[config.mk]
export PLATFORM = sky130hd
export DESIGN_NAME = operand_fetch
export DESIGN_NICKNAME = d
export VERILOG_FILES = /design/src/rtl/cpu_pkg.sv /design/src/rtl/reg_scoreboard.sv /design/src/rtl/operand_fetch.sv
export SDC_FILE = /design/constraint.sdc
export NUM_CORES = 1
export LEC_CHECK = 0
export BUFFER_PORTS_ARGS = -buffer_cell sky130_fd_sc_hd__clkbuf_2
export CAP_MARGIN = 5
export CORE_MARGIN = 4
export CORE_UTILIZATION = 40
export CTS_BUF_LIST = sky130_fd_sc_hd__clkbuf_8
export CTS_CLUSTER_SIZE = 20
export DETAILED_ROUTE_END_ITERATION = 6
export PLACE_DENSITY = 0.59
export SLEW_MARGIN = 20
export SYNTH_ARGS = -nofsm -noshare
export SYNTH_HDL_FRONTEND = slang
export SYNTH_HIERARCHICAL = 1
export SYNTH_SLANG_ARGS = --single-unit
[constraint.sdc]
create_clock -name clk -period 8.65 [get_ports clk]
set_input_delay 1.73 -clock clk [delete_from_list [all_inputs] [get_ports clk]]
set_output_delay 1.73 -clock clk [all_outputs]
set_load 0.05 [all_outputs]
[src/rtl/cpu_pkg.sv]
// Shared CPU definitions: register-file geometry, operand width, in-flight
// write limit and the operand-fetch output record.
package cpu_pkg;
  localparam int XLEN         = 32;
  localparam int REG_ADDR_W   = 5;
  localparam int NUM_REGS     = 32;
  localparam int MAX_INFLIGHT = 3;

  typedef logic [REG_ADDR_W-1:0] reg_idx_t;

  // Operands and destination latched for the execute stage.
  typedef struct packed {
    logic [XLEN-1:0] op0;
    logic [XLEN-1:0] op1;
    reg_idx_t        rd;
    logic            rd_we;
  } fetch_out_t;
endpackage

[src/rtl/reg_scoreboard.sv]
// Per-register pending-write counters.
// Ports:
//   clk, rst_n        clock, async active-low reset (all counters to 0)
//   inc_en/inc_idx    a writer leaves operand fetch for execute
//   dec_en/dec_idx    a writeback retires a pending write
//   rs1/rs2/rd_idx    lookup indices; *_cnt return the current counts
module reg_scoreboard
  import cpu_pkg::*;
#(
  parameter int MAX_INFLIGHT = cpu_pkg::MAX_INFLIGHT,
  parameter int CNT_W        = $clog2(MAX_INFLIGHT + 1)
) (
  input  logic             clk,
  input  logic             rst_n,
  input  logic             inc_en,
  input  reg_idx_t         inc_idx,
  input  logic             dec_en,
  input  reg_idx_t         dec_idx,
  input  reg_idx_t         rs1_idx,
  input  reg_idx_t         rs2_idx,
  input  reg_idx_t         rd_idx,
  output logic [CNT_W-1:0] rs1_cnt,
  output logic [CNT_W-1:0] rs2_cnt,
  output logic [CNT_W-1:0] rd_cnt
);
  logic [NUM_REGS-1:0][CNT_W-1:0] cnt_q, cnt_d;

  always_comb begin
    cnt_d = cnt_q;
    for (int i = 0; i < NUM_REGS; i++) begin
      // Increment and decrement on the same register cancel out.
      if (inc_en && inc_idx == reg_idx_t'(i) && !(dec_en && dec_idx == reg_idx_t'(i)))
        cnt_d[i] = cnt_q[i] + CNT_W'(1);
      else if (dec_en && dec_idx == reg_idx_t'(i) && !(inc_en && inc_idx == reg_idx_t'(i)))
        cnt_d[i] = cnt_q[i] - CNT_W'(1);
    end
  end

  always_ff @(posedge clk or negedge rst_n) begin
    if (!rst_n) cnt_q <= '0;
    else        cnt_q <= cnt_d;
  end

  assign rs1_cnt = cnt_q[rs1_idx];
  assign rs2_cnt = cnt_q[rs2_idx];
  assign rd_cnt  = cnt_q[rd_idx];
endmodule

[src/rtl/operand_fetch.sv]
// Operand fetch: reads two register-file ports, bypasses same-cycle
// writeback, stalls RAW hazards and full destination counters, and holds
// one output entry for execute.
// Ports:
//   clk, rst_n                    clock, async active-low reset
//   in_*                          decoded instruction (valid/ready)
//   rf_r_reg0/1, rf_r_dat0/1      combinational register-file read ports
//   wb_valid, wb_rd, wb_dat       writeback, same cycle as the RF write
//   flush                         drop the un-handed-off output entry
//   out_*                         operands to execute (valid/ready)
// XLEN must match cpu_pkg::XLEN since the output record uses the package width.
module operand_fetch
  import cpu_pkg::*;
#(
  parameter int XLEN         = cpu_pkg::XLEN,
  parameter int MAX_INFLIGHT = cpu_pkg::MAX_INFLIGHT
) (
  input  logic            clk,
  input  logic            rst_n,
  input  logic            in_valid,
  output logic            in_ready,
  input  logic [4:0]      in_rs1,
  input  logic [4:0]      in_rs2,
  input  logic            in_use_rs1,
  input  logic            in_use_rs2,
  input  logic [4:0]      in_rd,
  input  logic            in_rd_we,
  output logic [4:0]      rf_r_reg0,
  output logic [4:0]      rf_r_reg1,
  input  logic [XLEN-1:0] rf_r_dat0,
  input  logic [XLEN-1:0] rf_r_dat1,
  input  logic            wb_valid,
  input  logic [4:0]      wb_rd,
  input  logic [XLEN-1:0] wb_dat,
  input  logic            flush,
  output logic            out_valid,
  input  logic            out_ready,
  output logic [XLEN-1:0] out_op0,
  output logic [XLEN-1:0] out_op1,
  output logic [4:0]      out_rd,
  output logic            out_rd_we
);
  localparam int CNT_W = $clog2(MAX_INFLIGHT + 1);

  logic [CNT_W-1:0] rs1_cnt, rs2_cnt, rd_cnt;
  fetch_out_t       out_q, out_d;
  logic             out_valid_q, out_valid_d;
  logic             wb_hit1, wb_hit2, wb_hit_rd;
  logic             haz1, haz2, dest_full, accept, out_hs;
  logic [XLEN-1:0]  op0_sel, op1_sel;

  assign rf_r_reg0 = in_rs1;
  assign rf_r_reg1 = in_rs2;

  assign wb_hit1   = wb_valid && wb_rd == in_rs1;
  assign wb_hit2   = wb_valid && wb_rd == in_rs2;
  assign wb_hit_rd = wb_valid && wb_rd == in_rd;

  assign op0_sel = (in_rs1 == '0) ? '0 : wb_hit1 ? wb_dat : rf_r_dat0;
  assign op1_sel = (in_rs2 == '0) ? '0 : wb_hit2 ? wb_dat : rf_r_dat1;

  // A single pending write retiring this cycle is covered by the bypass;
  // the writer sitting in the output stage is not counted yet, so check it.
  assign haz1 = in_use_rs1 && in_rs1 != '0 &&
                (rs1_cnt > CNT_W'(1) || (rs1_cnt == CNT_W'(1) && !wb_hit1) ||
                 (out_valid_q && out_q.rd_we && out_q.rd == in_rs1));
  assign haz2 = in_use_rs2 && in_rs2 != '0 &&
                (rs2_cnt > CNT_W'(1) || (rs2_cnt == CNT_W'(1) && !wb_hit2) ||
                 (out_valid_q && out_q.rd_we && out_q.rd == in_rs2));

  assign dest_full = in_rd_we && in_rd != '0 &&
                     rd_cnt == CNT_W'(MAX_INFLIGHT) && !wb_hit_rd;

  assign in_ready = !flush && (!out_valid_q || out_ready) && !haz1 && !haz2 && !dest_full;
  assign accept   = in_valid && in_ready;
  assign out_hs   = out_valid_q && out_ready;

  reg_scoreboard #(.MAX_INFLIGHT(MAX_INFLIGHT), .CNT_W(CNT_W)) u_sb (
    .clk     (clk),
    .rst_n   (rst_n),
    .inc_en  (out_hs && out_q.rd_we),
    .inc_idx (out_q.rd),
    .dec_en  (wb_valid && wb_rd != '0),
    .dec_idx (wb_rd),
    .rs1_idx (in_rs1),
    .rs2_idx (in_rs2),
    .rd_idx  (in_rd),
    .rs1_cnt (rs1_cnt),
    .rs2_cnt (rs2_cnt),
    .rd_cnt  (rd_cnt)
  );

  always_comb begin
    out_d       = out_q;
    out_valid_d = out_valid_q;
    if (flush) begin
      out_valid_d = 1'b0;
    end else if (accept) begin
      out_valid_d = 1'b1;
      out_d.op0   = op0_sel;
      out_d.op1   = op1_sel;
      out_d.rd    = in_rd;
      out_d.rd_we = in_rd_we && in_rd != '0;
    end else if (out_hs) begin
      out_valid_d = 1'b0;
    end
  end

  always_ff @(posedge clk or negedge rst_n) begin
    if (!rst_n) begin
      out_q       <= '0;
      out_valid_q <= 1'b0;
    end else begin
      out_q       <= out_d;
      out_valid_q <= out_valid_d;
    end
  end

  assign out_valid = out_valid_q;
  assign out_op0   = out_q.op0;
  assign out_op1   = out_q.op1;
  assign out_rd    = out_q.rd;
  assign out_rd_we = out_q.rd_we;
endmodule

==> results.json, run 1 <==
{
  "fill_cells": 2170,
  "syn_to_final_growth_pct": 15.1,
  "width_of_the_die_um": 163,
  "critical_path.cell_chain": "buf_2 > mux2i_1 > a22oi_1 > and4b_1 > a31oi_1 > o311ai_1 > a41oi_1 > o21a_1 > o211ai_1 > inv_1 > clkbuf_2",
  "yosys_most_used_dff": "sky130_fd_sc_hd__dfrtp_1",
  "p_per_area_nw_per_um2": 324,
  "synth_compound_area_frac": 0.145,
  "post_synth_inst_count": 920,
  "hold_viol_final": 0,
  "worst_path_largest_cell_delay_ns": 0.77,
  "cts_repair_resize_count": 0,
  "synth-adder-area-share": 0.0419,
  "drive_above_1_share": 0.272,
  "path_clk_slew_ns": 0.08,
  "vias_in_the_first_global_route": 7693,
  "grtUsageTotal": 0.231,
  "buffer_ports.inserted": 206,
  "dr_total_vias": 7863,
  "wl_per_cell_um": 21.9,
  "finalCritPeriodShare": 0.711,
  "largest_driver_fanout_on_the_critical_path": 36,
  "post_synthesis_cell_area_um2": 9560,
  "synth_cell_types": 41,
  "multiplexer_share_of_the_synthesized_area": 0.174,
  "synth_top_family_by_area": "multiplexers",
  "gpl.final_weighted_congestion": 0.957,
  "antenna-diode-count": 0,
  "critical_path_required_ns": 6.92,
  "power.static_leakage_nw": 5.18,
  "critPathCaptureType": "output port",
  "dpl-instance-area_um2": 10600,
  "total_power_mw": 3.57,
  "rsz0062_at_grt": "false",
  "die-area_um2": 26400,
  "syn_area_per_cell_um2": 10.4,
  "clock_path_buffers": 2,
  "core_um2": 23500,
  "criticalPathCategory": "input port to output port",
  "worst_path_dominant_cell_family": "buffers and inverters",
  "clockRootBuffer": "sky130_fd_sc_hd__clkbuf_8",
  "worst_hold_launch": "out_op1[18]$_DFFE_PN0P_",
  "yosys.area_share.xor_xnor": 0.111,
  "numClockSinks": 135,
  "synth.top_cells.by_area": "sky130_fd_sc_hd__dfrtp_1 (35%), sky130_fd_sc_hd__mux2i_1 (17%), sky130_fd_sc_hd__xor2_1 (7.7%)",
  "max_capacitance_violation_count": 0,
  "synth_simple_gate_area_share": 0.0956,
  "synth_edf_count": 0,
  "finalWirelength_um": 31000,
  "route.detailed.vias_per_inst": 5.55,
  "drc": 0,
  "min-delay-path-class": "flip-flop to flip-flop",
  "synth_top_cell_by_area": "sky130_fd_sc_hd__dfrtp_1",
  "grt_pass1_wl_um": 46900,
  "clock.fmax_mhz": 163,
  "tritoncts_clock_tree": "built",
  "cts-buffers-inserted": 17,
  "ir_drop_mv": 0.149,
  "syn_nets": 1077,
  "grt_overflow": 0,
  "ports": 207,
  "synth-warning-count": 6,
  "dp_hpwl_um": 22700,
  "synth_seq_area_share": 0.353,
  "startpoint_of_the_lowest_slack_register_to_register_path": "u_sb/cnt_q[31]$_DFFE_PN0P_",
  "worstSkewPairLatency_ns": 0.46,
  "crit_path_start_kind": "input port",
  "fin_crit_ns": 6.15,
  "ant_nets": 0,
  "post_cts.repair.setup_buffers": 0,
  "start_util": 0.407,
  "grt_start_max_net_pins": 81,
  "finalMaxSlewViolations": 0,
  "clock_skew_ns": 0.0210,
  "slew_headroom": 0.297,
  "finalInstanceArea_um2": 11000,
  "preCtsSetupSlack_ns": 2.39,
  "synthDominantCellAreaShare": 0.353,
  "layout.cells.most_common": "sky130_fd_sc_hd__clkbuf_2",
  "yosys_register_bits": 135,
  "layout.cells.most_common_list": "sky130_fd_sc_hd__clkbuf_2 (204), sky130_fd_sc_hd__mux2i_1 (161), sky130_fd_sc_hd__dfrtp_1 (135)",
  "final_nets": 1243,
  "tightest_slew_ns": 1.05,
  "critical_path.slowest_cell": "sky130_fd_sc_hd__buf_2",
  "fin_worst_hold_slack_ns": 0.518,
  "crit_path_start": "in_rs1[1]",
  "fin_ws_ns": 2.50,
  "synth-async-reset-ratio": 1.00,
  "ctsHoldBuffers": 0,
  "ctsHtreeMaxLevel": 4,
  "dr.first_iter.drc_count": 722,
  "grt_antenna_before_repair": 0,
  "worst-endpoint-arrival_ns": 4.42,
  "core.rowCount": 56,
  "totalNegativeSetupSlack_ns": 0,
  "chipHeight_um": 163,
  "final_setup_violations": 0,
  "dr.pass1.iters": 5,
  "timing.critical_path.buf_inv": 3,
  "outcome": "completed"
}
-- sequential cells by signal, summed over array words and instances (netlist names) --
signal and flops:
out_op0 32, out_op1 32, out_rd 5, out_rd_we 1, out_valid 1, u_sb/cnt_q 64
-- final timing paths --
| kind | to | cells past startpoint | slack (ns) |
|---|---|---|---|
| setup / recovery | in_ready | 11 | 2.50 |
| hold / removal | out_op1[18]$_DFFE_PN0P_ | 2 | 0.52 |
| setup reg to reg | out_rd[3]$_DFFE_PN0P_ | 9 | 5.49 |
| hold reg to reg | out_op1[18]$_DFFE_PN0P_ | 2 | 0.52 |
| max in group asynchronous | u_sb/cnt_q[52]$_DFFE_PN0P_ | 2 | 6.15 |
| min in group asynchronous | out_op1[21]$_DFFE_PN0P_ | 1 | 1.30 |
-- worst register-to-register path, stage by stage, from the launching register on --
cell,delay [ns]
sky130_fd_sc_hd__dfrtp_1,0.46
sky130_fd_sc_hd__mux2i_1,0.16
sky130_fd_sc_hd__a22oi_1,0.12
sky130_fd_sc_hd__and4b_1,0.23
sky130_fd_sc_hd__a31oi_1,0.20
sky130_fd_sc_hd__o311ai_1,0.14
sky130_fd_sc_hd__a41oi_1,0.20
sky130_fd_sc_hd__o21a_1,0.19
sky130_fd_sc_hd__o2111a_4,0.90
sky130_fd_sc_hd__mux2_2,0.45
-- area by class of cell --
| type | count | area (um^2) | share of cell area |
|---|---|---|---|
| repair buffers | 214 | 1110 | 0.101 |
| clock buffers | 17 | 234 | 0.0213 |
| well taps | 319 | 399 | 0.0363 |
| inverters | 70 | 263 | 0.0239 |
| multi-input cells | 648 | 5440 | 0.494 |
| flip-flops and latches | 135 | 3380 | 0.307 |
| clock inverters | 15 | 184 | 0.0167 |
-- cell usage after synthesis (7+ instances only) --
| cell | n |
|---|---|
| sky130_fd_sc_hd__o32ai_1 | 24 |
| sky130_fd_sc_hd__buf_2 | 21 |
| sky130_fd_sc_hd__nand3_1 | 12 |
| sky130_fd_sc_hd__inv_1 | 70 |
| sky130_fd_sc_hd__nand2_1 | 54 |
| sky130_fd_sc_hd__buf_4 | 12 |
| sky130_fd_sc_hd__mux2i_1 | 161 |
| sky130_fd_sc_hd__ha_1 | 32 |
| sky130_fd_sc_hd__xnor2_1 | 37 |
| sky130_fd_sc_hd__clkbuf_1 | 10 |
| sky130_fd_sc_hd__a21oi_1 | 7 |
| sky130_fd_sc_hd__o32ai_2 | 40 |
| sky130_fd_sc_hd__xor2_1 | 84 |
| sky130_fd_sc_hd__dfrtp_1 | 135 |
| sky130_fd_sc_hd__nor2_1 | 71 |
| sky130_fd_sc_hd__a22oi_1 | 42 |
| sky130_fd_sc_hd__buf_6 | 15 |
| sky130_fd_sc_hd__nor2b_1 | 18 |
-- logic make-up after synthesis --
group           after synthesis
xor+xnor                    121
compound gates              136
fa+ha+maj                    32
flops                       135
mux                         166
buf+inv                     137
simple gates                193
-- report_power, final --
group          switching [mW]  leakage (nW)  internal (mW)
clock network           0.300         0.206          0.269
registers               0.400          1.67          0.939
logic                    1.13          3.30          0.531
-- stage by stage --
step / util / instances
after detailed placement: 0.450 / 1385
after global routing: 0.469 / 1418
final: 0.469 / 1418
after CTS: 0.468 / 1417
after floorplan: - / 920
after global placement: 0.450 / 1385
-- per-layer routing --
layer  global-route usage  routed length, um  vias up  share of wire
li1                     -                  -     3604              -
met1                0.329              14100     3857           0.46
met2                0.357              13800      354           0.44
met3               0.0440               2380       48          0.077
met4               0.0721                731        0          0.024
met5                    0                  0        -              0
Power figures use the tool's default switching activity.
==> run 2: changes to the inputs <==
--- a/config.mk
+++ b/config.mk
@@ -12,7 +12,7 @@
 export CTS_BUF_LIST = sky130_fd_sc_hd__clkbuf_8
 export CTS_CLUSTER_SIZE = 20
 export DETAILED_ROUTE_END_ITERATION = 6
-export PLACE_DENSITY = 0.59
+export PLACE_DENSITY = 0.61
 export SLEW_MARGIN = 20
 export SYNTH_ARGS = -nofsm -noshare
 export SYNTH_HDL_FRONTEND = slang
==> constraint.sdc (replaced) <==
create_clock -name clk -period 5.59 [get_ports clk]
set_input_delay 1.118 -clock clk [delete_from_list [all_inputs] [get_ports clk]]
set_output_delay 1.118 -clock clk [all_outputs]
set_load 0.05 [all_outputs]
==> results.json, run 2 (synthesis gave the netlist of run 1 again) <==
{
  "route.detailed.vias_per_inst": 5.38,
  "fin_worst_hold_slack_ns": 0.520,
  "final_setup_violations": 0,
  "clock.fmax_mhz": 204,
  "wl_met2_um": 14000,
  "largest_register_ffs": 64,
  "grt_overflow": 0,
  "ctsHoldBuffers": 0,
  "slew_headroom": 0.313,
  "syn_to_final_growth_pct": 15.9,
  "fill_cells": 2248,
  "ports": 207,
  "layout.cells.most_common_list": "sky130_fd_sc_hd__clkbuf_2 (205), sky130_fd_sc_hd__mux2i_1 (161), sky130_fd_sc_hd__dfrtp_1 (135)",
  "layout.cells.most_common": "sky130_fd_sc_hd__clkbuf_2",
  "ant_nets": 0,
  "finalWirelength_um": 30600,
  "multi_input_comb_area_um2": 5440,
  "dr_total_vias": 7684,
  "wl_per_cell_um": 21.4,
  "clock_skew_ns": 0.0174,
  "buffer_ports.inserted": 206,
  "routed.top_layer": "met4",
  "register_area_um2": 3380,
  "chipHeight_um": 163,
  "p_per_area_nw_per_um2": 494,
  "grt_start_max_net_pins": 99,
  "grt_antenna_before_repair": 0,
  "largest-register": "u_sb/cnt_q",
  "rsz0062_at_grt": "false",
  "largest_driver_fanout_on_the_critical_path": 27,
  "power.static_leakage_nw": 5.23,
  "cts-buffers-inserted": 17,
  "met1Wirelength_um": 13800,
  "fin_crit_ns": 4.90,
  "numClockSinks": 135,
  "gpl.final_weighted_congestion": 0.976,
  "critPathCaptureType": "output port",
  "min-delay-path-class": "flip-flop to flip-flop",
  "path_clk_slew_ns": 0.09,
  "die-area_um2": 26400,
  "cts_repair_resize_count": 0,
  "wl_met3_um": 2200,
  "tritoncts_clock_tree": "built",
  "finalCritPeriodShare": 0.877,
  "core_um2": 23500,
  "worst-endpoint-arrival_ns": 3.78,
  "dp_hpwl_um": 22600,
  "drive_above_1_share": 0.279,
  "dr.first_iter.drc_count": 527,
  "outcome": "completed",
  "total_power_mw": 5.48,
  "clockRootBuffer": "sky130_fd_sc_hd__clkbuf_8",
  "crit_path_start_kind": "input port",
  "clock_path_buffers": 2,
  "tightest_slew_ns": 1.03,
  "drc": 0,
  "post_cts.repair.setup_buffers": 0,
  "grt_pass1_wl_um": 46300,
  "width_of_the_die_um": 163,
  "final_util": 0.472,
  "ir_drop_mv": 0.212,
  "final_nets": 1254,
  "ctsHtreeMaxLevel": 4,
  "vias_in_the_first_global_route": 7681,
  "antenna-diode-count": 0,
  "totalNegativeSetupSlack_ns": 0,
  "finalMaxSlewViolations": 0,
  "hold_viol_final": 0,
  "dpl-instance-area_um2": 10700,
  "critical_path_required_ns": 4.47,
  "criticalPathCategory": "input port to output port",
  "finalInstanceArea_um2": 11100,
  "dr.pass1.iters": 5,
  "worstSkewPairLatency_ns": 0.45,
  "start_util": 0.407,
  "grtUsageTotal": 0.226,
  "max_capacitance_violation_count": 0,
  "core.rowCount": 56
}
[run 2: cell type report]
class,instances,area share
timing repair buffer,225,0.108
tap,319,0.0360
inverter,70,0.0237
multi-input combinational,648,0.491
clock inverter,15,0.0161
sequential,135,0.305
clock buffer,17,0.0211
[run 2: per-stage QoR]
step                      setup WS, ns  std cells
after global routing             0.578       1429
after floorplan                   1.32        920
final                            0.687       1429
after global placement           0.759       1397
after detailed placement         0.749       1397
after CTS                        0.745       1429
[run 2: path summary, 6_finish.rpt]
path | start | depth (start not counted) | to | slack, ns
min in group asynchronous | rst_n | 1 | out_op1[23]$_DFFE_PN0P_ | 0.76
hold / removal | out_op1[22]$_DFFE_PN0P_ | 2 | out_op1[22]$_DFFE_PN0P_ | 0.52
max in group asynchronous | rst_n | 2 | u_sb/cnt_q[21]$_DFFE_PN0P_ | 3.72
setup / recovery | in_rs2[1] | 11 | in_ready | 0.69
hold reg to reg | out_op1[22]$_DFFE_PN0P_ | 2 | out_op1[22]$_DFFE_PN0P_ | 0.52
setup reg to reg | u_sb/cnt_q[0]$_DFFE_PN0P_ | 10 | out_op0[16]$_DFFE_PN0P_ | 2.17
[run 2: metal layers]
layer  track usage  vias to the layer above
li1              -                     3622
met4        0.0568                        0
met2         0.359                      293
met1         0.313                     3728
met5             0                        -
met3        0.0559                       41
[run 2: critical path, cell delays in order]
cell and delay, ns:
sky130_fd_sc_hd__clkbuf_2 0.69, sky130_fd_sc_hd__mux2i_1 0.30, sky130_fd_sc_hd__a22oi_1 0.13, sky130_fd_sc_hd__and4b_1 0.24, sky130_fd_sc_hd__a31oi_1 0.18, sky130_fd_sc_hd__o311ai_1 0.15, sky130_fd_sc_hd__a41oi_1 0.18, sky130_fd_sc_hd__a21o_1 0.17
sky130_fd_sc_hd__o211ai_1 0.22, sky130_fd_sc_hd__inv_1 0.11, sky130_fd_sc_hd__clkbuf_2 0.28
[run 2: where the power goes]
| group | switching, mW | internal [mW] | total [mW] |
|---|---|---|---|
| sequential | 0.590 | 1.45 | 2.04 |
| clock | 0.478 | 0.382 | 0.860 |
| combinational | 1.75 | 0.828 | 2.58 |
==> run 3: changes to the inputs <==
--- a/config.mk
+++ b/config.mk
@@ -13,6 +13,7 @@
 export CTS_CLUSTER_SIZE = 20
 export DETAILED_ROUTE_END_ITERATION = 6
 export PLACE_DENSITY = 0.61
+export REMOVE_ABC_BUFFERS = 1
 export SLEW_MARGIN = 20
 export SYNTH_ARGS = -nofsm -noshare
 export SYNTH_HDL_FRONTEND = slang
==> results.json, run 3 (synthesis gave the netlist of run 1 again) <==
{
  "clock_skew_ns": 0.0205,
  "width_of_the_die_um": 163,
  "antenna-diode-count": 0,
  "cts_repair_resize_count": 0,
  "core_um2": 23500,
  "largest_register_ffs": 64,
  "finalWirelength_um": 29500,
  "critical_path.cell_chain": "clkbuf_2 > mux2i_1 > a22oi_1 > and4b_1 > a31oi_1 > o311ai_1 > nand2_1 > o21ai_0 > nand2_1 > o211ai_1 > inv_1 > clkbuf_2",
  "route.detailed.vias_per_inst": 5.39,
  "worst-endpoint-arrival_ns": 3.71,
  "finalMaxSlewViolations": 0,
  "buffer_ports.inserted": 206,
  "outcome": "completed",
  "grt_antenna_before_repair": 0,
  "crit_path_start_kind": "input port",
  "finalCritPeriodShare": 0.863,
  "totalNegativeSetupSlack_ns": 0,
  "layout.cells.most_common_list": "sky130_fd_sc_hd__clkbuf_2 (205), sky130_fd_sc_hd__mux2i_1 (161), sky130_fd_sc_hd__dfrtp_1 (135)",
  "largest-register": "u_sb/cnt_q",
  "clock.fmax_mhz": 207,
  "slew_headroom": 0.304,
  "tightest_slew_ns": 1.04,
  "chipHeight_um": 163,
  "worstSkewPairLatency_ns": 0.47,
  "fin_crit_ns": 4.82,
  "core.rowCount": 56,
  "clockRootBuffer": "sky130_fd_sc_hd__clkbuf_8",
  "register_area_um2": 3380,
  "p_per_area_nw_per_um2": 499,
  "startpoint_of_the_lowest_slack_register_to_register_path": "u_sb/cnt_q[26]$_DFFE_PN0P_",
  "tritoncts_clock_tree": "built",
  "fill_cells": 2242,
  "post_cts.repair.setup_buffers": 0,
  "grt_pass1_wl_um": 44700,
  "criticalPathCategory": "input port to output port",
  "critical_path_required_ns": 4.47,
  "gpl.final_weighted_congestion": 0.997,
  "cts-buffers-inserted": 17,
  "worst-r2r-setup-slack_ns": 2.48,
  "final_nets": 1251,
  "dr_total_vias": 7687,
  "syn_to_final_growth_pct": 15.9,
  "drive_above_1_share": 0.277,
  "ports": 207,
  "final_setup_violations": 0,
  "grt_overflow": 0,
  "worst_path_largest_cell_delay_ns": 0.75,
  "ant_nets": 0,
  "final_util": 0.472,
  "dpl-instance-area_um2": 10700,
  "wl_per_cell_um": 20.7,
  "grt_start_max_net_pins": 99,
  "drc": 0,
  "ctsHoldBuffers": 0,
  "power.static_leakage_nw": 5.23,
  "r2r-end": "out_op0[21]$_DFFE_PN0P_",
  "crit_path_start": "in_rd[1]",
  "start_util": 0.407,
  "dp_hpwl_um": 22200,
  "hold_viol_final": 0,
  "numClockSinks": 135,
  "critPathCapture": "in_ready",
  "ctsHtreeMaxLevel": 4,
  "clock_path_buffers": 2,
  "max_capacitance_violation_count": 0,
  "critical_path.slowest_cell": "sky130_fd_sc_hd__clkbuf_2",
  "finalInstanceArea_um2": 11100,
  "path_clk_slew_ns": 0.09,
  "multi_input_comb_area_um2": 5440,
  "grtUsageTotal": 0.219,
  "rsz0062_at_grt": "false",
  "die-area_um2": 26400,
  "min-delay-path-class": "flip-flop to flip-flop",
  "layout.cells.most_common": "sky130_fd_sc_hd__clkbuf_2",
  "largest_driver_fanout_on_the_critical_path": 31,
  "dr.pass1.iters": 6,
  "r2r_worst_path_depth": 11,
  "ir_drop_mv": 0.199,
  "critPathCaptureType": "output port",
  "vias_in_the_first_global_route": 7472,
  "dr.first_iter.drc_count": 619
}
[run 3: cell types whose count changed in the layout (fill, tap and decap cells not counted)]
| cell | before | now |
|---|---|---|
| sky130_fd_sc_hd__clkinvlp_4 | 1 | 0 |
| sky130_fd_sc_hd__clkinv_4 | 0 | 1 |
| sky130_fd_sc_hd__bufinv_16 | 1 | 2 |
| sky130_fd_sc_hd__inv_6 | 6 | 5 |
| sky130_fd_sc_hd__buf_4 | 18 | 15 |
[run 3: how the worst min path moves through the flow]
stage | from | slack (ns) | cells past startpoint | end
after floorplan | u_sb/cnt_q[11]$_DFFE_PN0P_ | 0.48 | 1 | u_sb/cnt_q[11]$_DFFE_PN0P_
after global placement | out_op0[2]$_DFFE_PN0P_ | 0.50 | 2 | out_op0[2]$_DFFE_PN0P_
after detailed placement | out_op1[24]$_DFFE_PN0P_ | 0.50 | 2 | out_op1[24]$_DFFE_PN0P_
after CTS | out_op1[24]$_DFFE_PN0P_ | 0.52 | 2 | out_op1[24]$_DFFE_PN0P_
after global routing | out_op0[9]$_DFFE_PN0P_ | 0.54 | 2 | out_op0[9]$_DFFE_PN0P_
final | u_sb/cnt_q[41]$_DFFE_PN0P_ | 0.52 | 1 | u_sb/cnt_q[41]$_DFFE_PN0P_
[run 3: cell type report]
cell class / instances / share of cell area
Multi-Input combinational cell: 648 / 0.491
Sequential cell: 135 / 0.305
Clock buffer: 17 / 0.0211
Tap cell: 319 / 0.0360
Inverter: 70 / 0.0237
Timing Repair Buffer: 222 / 0.106
Clock inverter: 15 / 0.0182
[run 3: through the flow]
| step | total power, mW | hold slack [ns] | cells | setup slack (ns) |
|---|---|---|---|---|
| 2_1_floorplan | 3.79 | 0.481 | 853 | -2.62 |
| 3_3_place_gp | 4.62 | 0.497 | 1394 | 0.833 |
| 3_5_place_dp | 4.64 | 0.499 | 1394 | 0.851 |
| 4_1_cts | 5.56 | 0.525 | 1426 | 0.837 |
| 5_1_grt | 5.83 | 0.541 | 1426 | 0.615 |
| 6_report | 5.53 | 0.521 | 1426 | 0.767 |
[run 3: per-layer routing]
layer / GRT usage / vias to the layer above / wire length (um)
met2: 0.361 / 298 / 14200
met4: 0.0656 / 0 / 731
li1: - / 3611 / -
met1: 0.294 / 3737 / 12700
met5: 0 / - / 0
met3: 0.0433 / 41 / 1850
[run 3: worst max-delay path: cells and delay by family]
family,cells,cell delay (ns)
AOI/OAI and AO/OA,5,0.72
and+or+nand+nor,3,0.44
muxes,1,0.28
buffers and inverters,3,1.11
[run 3: power by group]
part	internal (mW)	leakage [nW]	switching, mW
Combinational	0.826	3.34	1.76
Sequential	1.45	1.67	0.597
Clock	0.426	0.221	0.472
Total	2.70	5.23	2.83
